### src/rtl/acc_cpu_core.sv
// acc_cpu_core: accumulator CPU with a 16-entry register window.
// Each instruction takes FETCH -> EXEC -> WB. EXEC registers the ALU result,
// carry and branch decision; WB commits ACC, flags, register file and PC.
// HLT parks the core in HALT until reset.
module acc_cpu_core #(
    parameter int DATA_W  = 8,
    parameter int REG_CNT = 16,
    parameter int PC_W    = 8
) (
    input  logic              clk,
    input  logic              reset,
    output logic              instr_req,
    output logic [PC_W-1:0]   instr_addr,
    input  logic              instr_valid,
    input  logic [7:0]        instruction,
    output logic [DATA_W-1:0] acc_out,
    output logic              carry,
    output logic              zero,
    output logic              halted
);

    typedef enum logic [1:0] {
        ST_FETCH = 2'd0,
        ST_EXEC  = 2'd1,
        ST_WB    = 2'd2,
        ST_HALT  = 2'd3
    } state_t;

    localparam logic [3:0] OP_NOP  = 4'h0;
    localparam logic [3:0] OP_LDI  = 4'h1;
    localparam logic [3:0] OP_LDR  = 4'h2;
    localparam logic [3:0] OP_STR  = 4'h3;
    localparam logic [3:0] OP_ADD  = 4'h4;
    localparam logic [3:0] OP_SUB  = 4'h5;
    localparam logic [3:0] OP_AND  = 4'h6;
    localparam logic [3:0] OP_OR   = 4'h7;
    localparam logic [3:0] OP_XOR  = 4'h8;
    localparam logic [3:0] OP_SHL  = 4'h9;
    localparam logic [3:0] OP_SHR  = 4'hA;
    localparam logic [3:0] OP_JZ   = 4'hB;
    localparam logic [3:0] OP_JC   = 4'hC;
    localparam logic [3:0] OP_JMP  = 4'hD;
    localparam logic [3:0] OP_ADDI = 4'hE;
    localparam logic [3:0] OP_HLT  = 4'hF;

    // The operand field can name 16 registers; only the first REG_CNT exist.
    localparam int         REG_MAX   = 16;
    localparam logic [4:0] REG_CNT_C = 5'(REG_CNT);

    state_t              state_r;
    state_t              next_state_s;
    logic [PC_W-1:0]     pc_r;
    logic [7:0]          ir_r;
    logic [DATA_W-1:0]   acc_r;
    logic [DATA_W-1:0]   regs_r [REG_MAX];
    logic                carry_r;
    logic                zero_r;
    logic                halted_r;
    logic                req_r;
    logic [DATA_W-1:0]   alu_res_r;
    logic                alu_carry_r;
    logic                branch_r;

    logic [3:0]          opcode_s;
    logic [3:0]          operand_s;
    logic                fetch_hs_s;
    logic                reg_in_range_s;
    logic [DATA_W-1:0]   reg_rd_s;
    logic [DATA_W-1:0]   imm_ext_s;
    logic [DATA_W:0]     sum_s;
    logic [DATA_W:0]     diff_s;
    logic [DATA_W-1:0]   alu_res_s;
    logic                alu_carry_s;
    logic                branch_s;
    logic                wr_acc_s;
    logic                wr_carry_s;
    logic                wr_reg_s;
    logic [PC_W-1:0]     jump_off_s;
    logic [PC_W-1:0]     pc_inc_s;
    logic [PC_W-1:0]     pc_jump_s;

    assign opcode_s       = ir_r[7:4];
    assign operand_s      = ir_r[3:0];
    assign fetch_hs_s     = (state_r == ST_FETCH) && req_r && instr_valid;
    assign reg_in_range_s = ({1'b0, operand_s} < REG_CNT_C);
    assign imm_ext_s      = DATA_W'(operand_s);
    assign jump_off_s     = PC_W'($signed(operand_s));
    assign pc_inc_s       = pc_r + PC_W'(1);
    assign pc_jump_s      = pc_inc_s + jump_off_s;

    assign instr_req  = req_r;
    assign instr_addr = pc_r;
    assign acc_out    = acc_r;
    assign carry      = carry_r;
    assign zero       = zero_r;
    assign halted     = halted_r;

    // Next-state logic: fetch waits for the bus, EXEC/WB are single cycles, HLT parks
    always_comb begin
        next_state_s = state_r;
        case (state_r)
            ST_FETCH: begin
                if (fetch_hs_s) begin
                    next_state_s = ST_EXEC;
                end else begin
                    next_state_s = ST_FETCH;
                end
            end
            ST_EXEC: next_state_s = ST_WB;
            ST_WB: begin
                if (opcode_s == OP_HLT) begin
                    next_state_s = ST_HALT;
                end else begin
                    next_state_s = ST_FETCH;
                end
            end
            ST_HALT: next_state_s = ST_HALT;
            default: next_state_s = ST_FETCH;
        endcase
    end

    // Register-file read; operands beyond the implemented registers read as zero
    always_comb begin
        reg_rd_s = {DATA_W{1'b0}};
        if (reg_in_range_s) begin
            reg_rd_s = regs_r[operand_s];
        end else begin
            reg_rd_s = {DATA_W{1'b0}};
        end
    end

    // ALU: result and carry for the instruction in IR; unaffected ops keep ACC and C
    always_comb begin
        sum_s       = {1'b0, acc_r} + {1'b0, reg_rd_s};
        diff_s      = {1'b0, acc_r} - {1'b0, reg_rd_s};
        alu_res_s   = acc_r;
        alu_carry_s = carry_r;
        case (opcode_s)
            OP_LDI: alu_res_s = imm_ext_s;
            OP_LDR: alu_res_s = reg_rd_s;
            OP_ADD: begin
                alu_res_s   = sum_s[DATA_W-1:0];
                alu_carry_s = sum_s[DATA_W];
            end
            OP_SUB: begin
                alu_res_s   = diff_s[DATA_W-1:0];
                alu_carry_s = diff_s[DATA_W];
            end
            OP_AND: alu_res_s = acc_r & reg_rd_s;
            OP_OR:  alu_res_s = acc_r | reg_rd_s;
            OP_XOR: alu_res_s = acc_r ^ reg_rd_s;
            OP_SHL: begin
                alu_res_s   = {acc_r[DATA_W-2:0], 1'b0};
                alu_carry_s = acc_r[DATA_W-1];
            end
            OP_SHR: begin
                alu_res_s   = {1'b0, acc_r[DATA_W-1:1]};
                alu_carry_s = acc_r[0];
            end
            OP_ADDI: begin
                sum_s       = {1'b0, acc_r} + {1'b0, imm_ext_s};
                alu_res_s   = sum_s[DATA_W-1:0];
                alu_carry_s = sum_s[DATA_W];
            end
            default: begin
                alu_res_s   = acc_r;
                alu_carry_s = carry_r;
            end
        endcase
    end

    // Branch decision from the current flags
    always_comb begin
        branch_s = 1'b0;
        case (opcode_s)
            OP_JZ:   branch_s = zero_r;
            OP_JC:   branch_s = carry_r;
            OP_JMP:  branch_s = 1'b1;
            default: branch_s = 1'b0;
        endcase
    end

    // Write-back enables: which architectural state the instruction updates
    always_comb begin
        wr_acc_s   = 1'b0;
        wr_carry_s = 1'b0;
        wr_reg_s   = 1'b0;
        case (opcode_s)
            OP_LDI, OP_LDR, OP_AND, OP_OR, OP_XOR: wr_acc_s = 1'b1;
            OP_ADD, OP_SUB, OP_SHL, OP_SHR, OP_ADDI: begin
                wr_acc_s   = 1'b1;
                wr_carry_s = 1'b1;
            end
            OP_STR:  wr_reg_s = reg_in_range_s;
            default: begin
                wr_acc_s   = 1'b0;
                wr_carry_s = 1'b0;
                wr_reg_s   = 1'b0;
            end
        endcase
    end

    // FSM state register
    always_ff @(posedge clk or negedge reset) begin
        if (!reset) begin
            state_r <= ST_FETCH;
        end else begin
            state_r <= next_state_s;
        end
    end

    // Bus request and halt indication, registered from the next state
    always_ff @(posedge clk or negedge reset) begin
        if (!reset) begin
            req_r    <= 1'b0;
            halted_r <= 1'b0;
        end else begin
            req_r    <= (next_state_s == ST_FETCH);
            halted_r <= (next_state_s == ST_HALT);
        end
    end

    // Instruction register: loaded only on an accepted fetch
    always_ff @(posedge clk or negedge reset) begin
        if (!reset) begin
            ir_r <= 8'h00;
        end else if (fetch_hs_s) begin
            ir_r <= instruction;
        end
    end

    // EXEC stage: capture ALU result, next carry and branch decision
    always_ff @(posedge clk or negedge reset) begin
        if (!reset) begin
            alu_res_r   <= {DATA_W{1'b0}};
            alu_carry_r <= 1'b0;
            branch_r    <= 1'b0;
        end else if (state_r == ST_EXEC) begin
            alu_res_r   <= alu_res_s;
            alu_carry_r <= alu_carry_s;
            branch_r    <= branch_s;
        end
    end

    // WB stage: commit ACC, flags and PC; HLT keeps PC on itself
    always_ff @(posedge clk or negedge reset) begin
        if (!reset) begin
            acc_r   <= {DATA_W{1'b0}};
            carry_r <= 1'b0;
            zero_r  <= 1'b0;
            pc_r    <= {PC_W{1'b0}};
        end else if (state_r == ST_WB) begin
            if (wr_acc_s) begin
                acc_r  <= alu_res_r;
                zero_r <= (alu_res_r == {DATA_W{1'b0}});
            end
            if (wr_carry_s) begin
                carry_r <= alu_carry_r;
            end
            if (opcode_s == OP_HLT) begin
                pc_r <= pc_r;
            end else if (branch_r) begin
                pc_r <= pc_jump_s;
            end else begin
                pc_r <= pc_inc_s;
            end
        end
    end

    // Register file: STR stores ACC into an implemented register during WB
    always_ff @(posedge clk or negedge reset) begin
        if (!reset) begin
            for (int i = 0; i < REG_MAX; i++) begin
                regs_r[i] <= {DATA_W{1'b0}};
            end
        end else if ((state_r == ST_WB) && wr_reg_s) begin
            regs_r[operand_s] <= acc_r;
        end
    end

endmodule

### config.mk
export PLATFORM = sky130hd
export DESIGN_NAME = acc_cpu_core
export DESIGN_NICKNAME = d
export VERILOG_FILES = /design/src/rtl/acc_cpu_core.sv
export SDC_FILE = /design/constraint.sdc
export NUM_CORES = 1
export LEC_CHECK = 0
export CAP_MARGIN = 20
export CORE_AREA = 2 2 134 136
export CTS_CLUSTER_DIAMETER = 60
export DETAILED_ROUTE_END_ITERATION = 8
export DIE_AREA = 0 0 136 138
export PLACE_DENSITY = 0.74
export RECOVER_POWER = 25
export SLEW_MARGIN = 0
export SYNTH_ARGS = -nofsm -noshare
export SYNTH_HDL_FRONTEND = slang
export SYNTH_SLANG_ARGS = --single-unit
### constraint.sdc
create_clock -name clk -period 3.4 [get_ports clk]
set_clock_uncertainty 0.05 [all_clocks]
set_input_delay 0.51 -clock clk [delete_from_list [all_inputs] [get_ports clk]]
set_output_delay 0.51 -clock clk [all_outputs]
set_load 0.01 [all_outputs]
Yosys cells after proc, flatten, opt, wreduce, memory -nomap -nowiden

Index checks and enable logic that the tools add are counted.

Flip-flop bits (word level): 168
Input port bits: 11
Word-level logic and storage cells: 86

Add/subtract/negate cells: 5
Magnitude comparators: 2
Eq/ne operators: 19
Mux-type cells: 16
Bitwise gates (word level): 5
Reduce and logical (&&, ||, !) cells: 12

Operators by type and width:

| operator                                           | number |
|---|---|
| bitwise mux 128 bit                                | 1 |
| one-hot mux 8 bit (10 select lines)                | 1 |
| binary-select mux 8 bit (select 4 bit)             | 1 |
| demux 8 bit (select 4 bit)                         | 1 |
| == test 4 bit, second input constant               | 8 |
| two-way mux 8 bit                                  | 4 |
| == test 4 x 3 -> 1 bit, second input constant      | 4 |
| OR reduction 10 bit                                | 1 |
| adder 8 x 4 -> 9 bit                               | 1 |
| adder 8 x 8 -> 9 bit                               | 1 |
| subtractor 8 x 8 -> 9 bit                          | 1 |
| adder 8 x 1 -> 8 bit, second input constant        | 1 |
| adder 8 bit                                        | 1 |
| AND 8 bit                                          | 1 |
| == test 4 x 2 -> 1 bit, second input constant      | 2 |
| zero test 8 bit                                    | 1 |
| bitwise OR 8 bit                                   | 1 |
| one-hot mux 2 bit (4 select lines)                 | 1 |
| XOR 8 bit                                          | 1 |
| == test 2 bit, second input constant               | 3 |
| AND reduction 2 bit                                | 3 |
| >= comparator 5 bit, second input constant         | 1 |
| < comparator 5 x 1 -> 1 bit, second input constant | 1 |
| inverter 4 -> 5 bit                                | 1 |
| other kinds (10)                                   | 17 |

Depth between registers and ports, before layout

Word-level depth: 6
Depth in mapped cells: 15

Least setup slack after synthesis

Ideal clock, no wire load.

Kind: register to register
From: register ir_r[1]
To: register alu_res_r[7]
Library setup time: 0.127 ns
Arrival time: 3.326 ns
Path slack: -0.102 ns
Stages on the path, launching flop included: 15
Path buffers: 3
Cell sequence: dfrtp_1 > buf_2 > clkbuf_1 > mux4_2 > mux4_2 > inv_1 > ha_1 > clkbuf_1 > and3_1 > a221o_1 > nor4_1 > a211oi_1 > xor2_1 > a22oi_1 > a21oi_1

Cells in the longest elaborated chain, start to end: 6
Elaborated cells on any way between the ends: 11
Those cells by class: add/sub (3); mux (4); bitwise (4)

RTL lines:

| item                                                    | line | text |
|---|---|---|
| start: declaration                                      | 53   | `logic [7:0] ir_r;` |
| start signal: assignment                                | 228  | `ir_r <= instruction;` |
| inverter 4 -> 5 bit (implied by the code)               | 126  | `reg_rd_s = regs_r[operand_s];` |
| binary-select mux 8 bit (select 4 bit)                  | 126  |  |
| two-way mux 8 bit (implied by the code) (2 in a row)    | 126  |  |
| subtractor 8 x 8 -> 9 bit, or another cell as far along | 135  | `diff_s = {1'b0, acc_r} - {1'b0, reg_rd_s};` |
| one-hot mux 8 bit (10 select lines) (*)                 | 138  | `case (opcode_s)` |
| end signal: assignment                                  | 235  | `alu_res_r <= {DATA_W{1'b0}};` |
| end signal: assignment                                  | 239  | `alu_res_r <= alu_res_s;` |
| end: declaration                                        | 60   | `logic [DATA_W-1:0] alu_res_r;` |

Every way passes the cells marked *; elsewhere a longest branch is shown, timed or not. The select of a mux whose other input is x is not followed.
A chain may end at the register's enable or synchronous reset.

Worst setup path in the final report

From: register ir_r[0]
To: register alu_res_r[7]

Same word-level chain as after synthesis.

==> reports/results.txt <==
Status -> finished with violations
Failing checks -> capacitance limit, slew limit, setup timing
Core ar. -> 17500 um^2
Count of state elements after synthesis -> 168
Crit. End Element -> register
Flop pwr share -> 29.8%
PortBufs -> 30
Post-synth cell types -> 64
Met1 global-route usage -> 41.5%
Crit start category -> register
PnR worst setup slack -> -0.0157 ns
Max cap viols -> 1
Layout cell share with drive strength beyond 1 -> 24.1%
Setup TNS -> -0.0157 ns
Sw Ratio -> 42.7%
Synthesized area -> 9470 um^2
Die Wd -> 136 um
Clk_lat worst skew -> 0.44 ns
Wire per inst -> 22.4 um
Fin crit share -> 100%
Clock power share -> 20.7%
ANT cells -> 0
Die height -> 138 um
Layout Nets -> 1029
Delay-heaviest family, CP -> multiplexers
CP cell instances -> buf_12 > mux4_2 > mux4_2 > ha_4 > buf_6 > a21o_1 > a221o_1 > nor4_2 > a211oi_1 > xor2_1 > a22oi_1 > a21oi_1
CTS Root Cell -> clkbuf_16
Vias in the first global route -> 7764
Peak supply drop -> 490 uV
Max-slew headroom -> -33.7%
Detailed-route via count -> 7731
Syn. warnings -> 0
First-pass GRT wire length -> 43000 um
Syn_nets -> 965
DRC viols -> 0
Final Hold Fails -> 0
Count of pins over their slew limit -> 84
WS Path Type -> register to register
Setup violations, final -> 1
Crit-path max cell delay -> 0.56 ns
Cell at the slowest stage of the critical path -> mux4_2
Met2 global-route usage -> 46.2%
Die Area -> 18800 um^2
Post-synth EDFFs -> 0
Asr flop ratio synth -> 100%
Post-Synthesis Cells -> 913
Buf/Inv on CP -> 2
Area grow syn2layout -> 17.4%
CTS H-tree lvls -> 4
Critical path required time -> 3.67 ns
# hold bufs at CTS -> 0
Critical path arrival -> 3.68 ns
Most used DFF post-synth -> dfrtp_1
Starting Density -> 54.0%
Num rows -> 49
FMAX -> 293 MHz
Power per standard cell area -> 845 nW/um^2
Pre-CTS setup slack -> -0.0567 ns
DP HPWL -> 18200 um
CTS tree -> yes
DRT Pass-1 Iters -> 5
Routability cong. -> 0.965
Crit-path most repeated cell -> mux4_2
Pint -> 0.00538 W
Initial DRC count -> 972
Logic pwr share -> 49.4%
Clock sink count -> 168
Leakage -> 4.88 nW
Maximum root-to-sink buffer count -> 2
Gr busiest metal -> met2
Final wirelength -> 27300 um
HP Class -> register to register
I/O pins -> 31
Layout fillers -> 1377
GR Util met3 -> 6.12%
Worst slew pin tran -> 2.01 ns
Post-DR vias/cell -> 6.34
Global route total overflow -> 0
P_sw -> 0.00401 W
TritonCTS Buffers -> 17
Largest net degree at the start of global routing -> 84
Reg clk slew, reported paths -> 0.07 ns
Post-layout minimum cycle time -> 3.42 ns
Avg Cell Area, Syn -> 10.4 um^2
Max FO, Critical Path -> 8
RSZ-0062 raised after global routing -> yes
Post-synthesis sequential area ratio -> 44.4%
GRT Util Overall -> 30.3%
Initial antenna violation count -> 0
Final ANT Viol Nets -> 0
[worst min-delay path, stage by stage (launching register included)]
cell     delay (ns)
dfrtp_1        0.34
nand2_1        0.04
o21ai_0        0.06
[cell families after synthesis]
kind of cell	Yosys count	synth area share [%]
AO/OA/AOI/OAI	231	14.3
flip-flops	168	44.4
adder cells (fa/ha/maj)	41	5.73
XOR/XNOR	20	1.85
buffers and inverters	91	3.90
AND/OR/NAND/NOR	255	12.7
multiplexers	107	17.1
[cell usage in the layout (no fill, tap or decap), types with 6 or more instances in the layout]
| cell | synthesis | layout |
|---|---|---|
| dfrtp_1 | 168 | 166 |
| a21oi_1 | 31 | 28 |
| nand2b_1 | 13 | 13 |
| xor2_1 | 8 | 8 |
| mux4_2 | 38 | 38 |
| buf_4 | 3 | 66 |
| ha_1 | 37 | 31 |
| nor3_1 | 13 | 12 |
| nor2_1 | 38 | 37 |
| nand2_1 | 132 | 132 |
| nand3_1 | 19 | 19 |
| nor2b_1 | 12 | 12 |
| clkbuf_16 | 0 | 17 |
| a22oi_1 | 6 | 6 |
| o21ai_1 | 45 | 46 |
| inv_1 | 29 | 25 |
| xnor2_1 | 12 | 12 |
| o21ai_0 | 88 | 87 |
| mux2_2 | 58 | 58 |
| clkdlybuf4s50_1 | 0 | 29 |
| mux2i_1 | 11 | 10 |
| o211ai_1 | 6 | 6 |
[final cells by class]
| class | count | area [um^2] | area share [%] |
|---|---|---|---|
| Clock inverter | 13 | 136 | 1.23 |
| Tap cell | 229 | 287 | 2.58 |
| Timing Repair Buffer | 105 | 927 | 8.34 |
| Inverter | 31 | 116 | 1.05 |
| Clock buffer | 19 | 443 | 3.98 |
| Sequential cell | 168 | 4210 | 37.8 |
| Multi-Input combinational cell | 654 | 5010 | 45.0 |
[per-layer routing]
| metal | wire [um] | vias up |
|---|---|---|
| li1 | - | 3416 |
| met1 | 11100 | 3839 |
| met2 | 12900 | 380 |
| met3 | 2030 | 96 |
| met4 | 1250 | 0 |
| met5 | 0 | - |
[power by group through the flow]
stage                     sequential [W]  clock (W)  combinational, W
after floorplan                  0.00266          0           0.00287
after global placement           0.00282          0           0.00429
after detailed placement         0.00283          0           0.00435
after CTS                        0.00281    0.00197           0.00451
after global routing             0.00285    0.00206           0.00500
final                            0.00280    0.00195           0.00464
[worst paths after layout]
check,slack [ns],end,start,cells after the start
worst max register to register,-0.02,alu_res_r[7]$_DFFE_PN0N_,ir_r[0]$_DFFE_PN0P_,12
max in group asynchronous,0.70,ir_r[1]$_DFFE_PN0P_,reset,2
worst min-delay path,0.43,regs_r[119]$_DFFE_PN0P_,regs_r[119]$_DFFE_PN0P_,2
min in group asynchronous,0.59,regs_r[28]$_DFFE_PN0P_,reset,1
worst max-delay path,-0.02,alu_res_r[7]$_DFFE_PN0N_,ir_r[0]$_DFFE_PN0P_,12
worst min register to register,0.43,regs_r[119]$_DFFE_PN0P_,regs_r[119]$_DFFE_PN0P_,2
[stage by stage]
step | hold slack, ns | cells | total power, W | util, % | cell area, um^2
floorplan | 0.164 | 913 | 0.00553 | - | 9470
global placement | 0.407 | 1182 | 0.00711 | 59.2 | 10400
detailed placement | 0.417 | 1182 | 0.00718 | 59.2 | 10400
CTS | 0.0947 | 1216 | 0.00928 | 63.3 | 11100
global route | 0.453 | 1219 | 0.00990 | 63.4 | 11100
finish | 0.429 | 1219 | 0.00939 | 63.4 | 11100
[synth_stat cells, drive strengths merged, types with 4 or more instances]
library cell	n	share of area, %
a221oi	4	0.44
a22oi	6	0.48
inv	30	1.2
o211ai	6	0.48
o31ai	5	0.40
xor2	8	0.74
nor4	4	0.42
a21o	5	0.40
xnor2	12	1.1
a31oi	5	0.33
o22ai	5	0.33
or3	4	0.26
buf	17	0.96
dfrtp	168	44
nor3	16	1.2
mux4	38	9.0
a211oi	5	0.40
o21ai	133	7.0
a21oi	31	1.6
nor3b	5	0.57
nor2	40	1.6
mux2i	11	1.2
clkbuf	43	1.7
and3	5	0.33
mux2	58	6.9
nor2b	12	0.79
nand2b	13	0.86
fa	4	0.85
nand3	20	1.1
ha	37	4.9
nand2	133	5.3
[sequential cells by signal, indices dropped and copies added (netlist names)]
name,flops
state_r,2
zero,1
instr_addr,8
halted,1
alu_res_r,8
acc_out,8
ir_r,8
carry,1
branch_r,1
instr_req,1
alu_carry_r,1
regs_r,128
[repair_timing]
action,4_1_cts,5_1_grt
pin swaps,4,11
cloned,1,0
setup buffers,1,5
endpoints found under the setup margin,4,6
resized for setup,16,14
Power figures use the tool's default switching activity.
==> RTL change 1: new RTL, same settings <==
`REG_MAX`: 16 -> 32.
--- a/src/rtl/acc_cpu_core.sv
+++ b/src/rtl/acc_cpu_core.sv
@@ -44,7 +44,7 @@
     localparam logic [3:0] OP_HLT  = 4'hF;
 
     // The operand field can name 16 registers; only the first REG_CNT exist.
-    localparam int         REG_MAX   = 16;
+    localparam int         REG_MAX   = 32;
     localparam logic [4:0] REG_CNT_C = 5'(REG_CNT);
 
     state_t              state_r;
Behaviour: same outputs for any inputs over 10 cycles, from zero or initial values and one cycle with reset low; that may be too few to reach the edited logic, so the function may still have changed.
==> RTL change 1 against the unedited design <==
  * The flow still finishes with violations (capacitance limit, slew limit, setup timing)
  * Via count is 3.0% lower
  * Non-clock buffer count did not move
  * Cell count is 2.1% lower
  * Sequential share of layout area down 0.27 points
  * Synthesized area grew 1.2%
  * Hold slack better by 0.0031 ns
  * Count of clock-buffer cells in the layout did not move
  * Sequential cell count unchanged
  * Highest routed layer unchanged
  * Cell area increased by 0.78%
  * Total power increased by 1.0%
  * Routed wire length fell by 2.9%
  * Die area unchanged
  * Setup slack got worse by 0.023 ns
==> RTL change 1: results (changes against the unedited design) <==
Synth
  – Cells after synthesis: 883 (-3.3%)
  – Synth Area in XOR/XNOR: 1.279% (-0.57 points)
  – Compound-gate portion of the synthesized area: 12.84% (-1.5 points)
  – Top cells by count, synth: dfrtp_1 (168), nand2_1 (100), mux2_2 (98)
  – Mapped Nets: 935 (-3.1%)
  – Top post-synthesis cells by area: dfrtp_1 (44%), mux2_2 (12%), mux4_2 (8.7%)

Outcome
  – Status: finished with violations
  – Failing checks: capacitance limit, slew limit, setup timing

Job
  – Max Cap Viol: 1 (unchanged)

Hold path
  – Hold Crit Start: regs_r[223]

Drt
  – Routed wire length per instance: 22.18 microns (-0.83%)
  – Met3 Wirelength: 1.188 mm (-41%)
  – Wire length on met2: 12.99 mm (+0.82%)
  – Pre-antenna DRT Iters: 6 (+1)

Placement
  – Setup WS pre-CTS: -0.1241 ns (-0.06744 ns)
  – RePlAce Congestion: 0.9227 (-4.4%)
  – DP Cell Count: 1157 (-2.1%)

Power
  – Clock power frac: 19.4% (-1.3 points)
  – Leak: 5.018 nW (+2.8%)
  – Peak supply drop: 477.8 uV (-2.6%)
  – Total power: 9.489 mW (+1.0%)

Final layout
  – Multi-input combinational cell count: 631 (-3.5%)
  – Share of cells above drive strength 1: 29.15% (+5.0 points)

Global routing
  – First-pass GRT wire length: 42.44 mm (-1.4%)
  – Total Routing Usage GR: 29.43% (-0.86 points)

STA
  – Slew margin rel.: -26.06% (+7.6 points)
  – Final setup margin: -0.03917 ns (-0.02344 ns)
  – TNS Setup: -0.06062 ns (-0.04489 ns)
  – Pins Over Slew Limit: 75 (-11%)
  – Final setup vio count: 2 (+1)

Critical path
  – Arr. time, crit path: 3.71 ns (+0.03 ns)
  – Critical Path Fanout Max: 9 (+1)
  – Reg2reg end: alu_res_r[6]
RTL change 1: changes by cell type after synthesis, moves of 5 or more:
cell | before | now
nand2_1 | 132 | 100
mux2_2 | 58 | 98
clkbuf_1 | 43 | 34
nor2b_1 | 12 | 6
xnor2_1 | 12 | 6
nor2_2 | 2 | 9
inv_1 | 29 | 24
o21ai_1 | 45 | 2
RTL change 1: worst max path at each step:
| stage | from | to | slack [ns] |
|---|---|---|---|
| after global placement | ir_r[0] | alu_res_r[2] | -0.1 |
| after detailed placement | ir_r[0] | alu_res_r[2] | -0.12 |
| after CTS | ir_r[0] | alu_res_r[6] | -0.03 |
| after floorplan | ir_r[0] | alu_res_r[6] | -0.10 |
| final | ir_r[0] | alu_res_r[6] | -0.04 |
| after global routing | ir_r[0] | alu_res_r[6] | -0.14 |
RTL change 1: what timing repair did:
action                                  CTS  global route
hold endpoints to repair                  0             0
pin swaps                                 2             6
endpoints found under the setup margin    7             8
setup buffers                             2             3
resized for setup                         4            18
==> RTL change 2: new RTL, same flow settings <==
Made on the original files. Re-encode `state_t` (4 states) as one-hot, 4 bits wide.
--- a/src/rtl/acc_cpu_core.sv
+++ b/src/rtl/acc_cpu_core.sv
@@ -19,11 +19,11 @@
     output logic              halted
 );
 
-    typedef enum logic [1:0] {
-        ST_FETCH = 2'd0,
-        ST_EXEC  = 2'd1,
-        ST_WB    = 2'd2,
-        ST_HALT  = 2'd3
+    typedef enum logic [3:0] {
+        ST_FETCH = 4'b0001,
+        ST_EXEC  = 4'b0010,
+        ST_WB    = 4'b0100,
+        ST_HALT  = 4'b1000
     } state_t;
 
     localparam logic [3:0] OP_NOP  = 4'h0;
Behaviour: same outputs for any inputs over 10 cycles, from zero or initial values and one cycle with reset low; not proved beyond that.
==> RTL change 2 against the unedited design <==
  * The run ends with capacitance limit, slew limit left
  * Clock power hardly changed
  * Total power is 8.9% lower
  * Cell area is 3.4% higher
  * Hold slack better by 0.0035 ns
  * Synthesized area is 3.5% higher
  * Sequential cell count is 2 higher
  * Routed wire length is 5.3% lower
  * Setup slack better by 0.065 ns
==> RTL change 2: results (changes against the unedited design) <==
Hold path
  – Hold Crit Start: regs_r[127]
  – WHS Endpoint: regs_r[127]
  – WHS Path Cells: 2 (unchanged)

Final layout
  – Multi-input gate area in the final layout: 5366 sq um (+7.2%)
  – Post-route core utilization: 65.56% (+2.1 points)
  – Inverter count: 36 (+16%)
  – Share of cells above drive strength 1: 29.60% (+5.5 points)
  – Non-clock buffering overhead: 7.521% (-0.81 points)
  – Fillers: 1315 (-4.5%)
  – Layout Nets: 995 (-3.3%)
  – Seq area share: 37.04% (-0.78 points)
  – Diodes inserted: 0 (unchanged)
  – Layout clock area frac: 5.072% (-0.14 points)
  – Multi-input combinational cell count: 627 (-4.1%)

Synth
  – Post-synthesis area per instance: 11.04 sq um (+6.4%)
  – Distinct cells, synth: 68 (+6.3%)
  – Mapped Nets: 940 (-2.6%)
  – Sequential share of the synthesized area: 43.41% (-0.98 points)
  – Yosys reg bits: 170 (+1.2%)
  – Top post-synthesis cells by area: dfrtp_1 (43%), mux2_2 (12%), mux4_2 (8.3%)
  – Top cells by count, synth: dfrtp_1 (169), mux2_2 (108), nand2_1 (81)

Critical path
  – Critical Path Fanout Max: 5 (-3)
  – Reg2reg end: alu_res_r[4]
  – Arr. time, crit path: 3.62 ns (-0.06 ns)
  – Worst r2r src: ir_r[0]
  – CP Launch Type: register

STA
  – Pins Over Slew Limit: 89 (+6.0%)
  – Final setup margin: 0.04948 ns (+0.06521 ns)
  – Hold slack: 0.4328 ns (+0.003539 ns)
  – Final setup vio count: 0 (-1)

Drt
  – DRT Wirelength: 25.81 mm (-5.3%)
  – Wire length on met2: 12.36 mm (-4.1%)
  – Initial DRC count: 730 (-25%)
  – Met3 Wirelength: 1.594 mm (-21%)
  – Pre-antenna DRT Iters: 7 (+2)
  – Via count: 7608 (-1.6%)
  – DR vias/cell: 6.420 (+1.2%)
  – WL met1: 11.06 mm (-0.43%)

Placement
  – DP Cell Count: 1147 (-3.0%)
  – Setup WS pre-CTS: -0.07538 ns (-0.01868 ns)
  – RePlAce Congestion: 0.9341 (-3.2%)
  – Hpwl dp: 17.56 mm (-3.6%)
  – Area post-placement: 10630 sq um (+2.3%)

Clocking
  – Clock Latency Late Sink: 0.44 ns (about the same)
  – CTS buffer count: 17 (unchanged)

Outcome
  – Failing checks: capacitance limit, slew limit
  – Status: finished with violations

Global routing
  – First-pass GRT wire length: 41.72 mm (-3.0%)
  – Vias in the first global route: 7530 (-3.0%)
  – Largest net degree at the start of global routing: 90 (+7.1%)
  – Total Routing Usage GR: 28.58% (-1.7 points)

Job
  – Max Cap Viol: 1 (unchanged)

Power
  – Peak supply drop: 465.4 uV (-5.1%)
-- RTL change 2: cell count changes after synthesis, moves of 5 or more --
cell and change:
o21ai_1 -45, nor3_1 +9, mux2_2 +50, buf_1 +11, a211oi_1 +5, inv_1 +5
o21ai_0 -17, nor2_2 +7, clkbuf_1 -11, nand2_1 -51, a21oi_1 +5
-- RTL change 2: kinds of logic (layout without fill, tap and decap cells) --
kind of cell    after synthesis  after routing  share of synthesized area [%]
simple gates                227            227                          11.71
compound gates              188            188                          12.08
flops                       170            170                          43.41
mux                         156            156                          22.24
buf+inv                      91            159                          3.689
fa+ha+maj                    41             41                          5.540
xor+xnor                     15             15                          1.340
-- RTL change 2: worst max-delay path, stage by stage (launching register included) --
cell	delay [ns]
dfrtp_2	0.46
buf_12	0.15
mux4_2	0.52
mux4_2	0.56
ha_4	0.20
fa_2	0.35
a21o_1	0.22
a21oi_4	0.20
o32a_1	0.16
o22ai_1	0.08
a211oi_1	0.19
a211oi_1	0.10
-- RTL change 2: routing by layer --
layer	vias to the layer above	track usage (%)
met3	75	5.684
met2	329	43.32
met1	3837	40.82
met5	-	0
met4	0	11.07
li1	3367	-
-- RTL change 2: repair_timing --
item,in CTS,in global routing
pin swaps,2,15
gates resized for setup,11,39
buffers inserted,2,3
cloned,1,1
setup endpoints to repair,3,7
-- RTL change 2: power breakdown --
part | internal (mW) | total [mW] | switching, mW
sequential | 2.22 | 2.54 | 0.322
combinational | 1.72 | 4.06 | 2.34
clock | 1.07 | 1.95 | 0.883
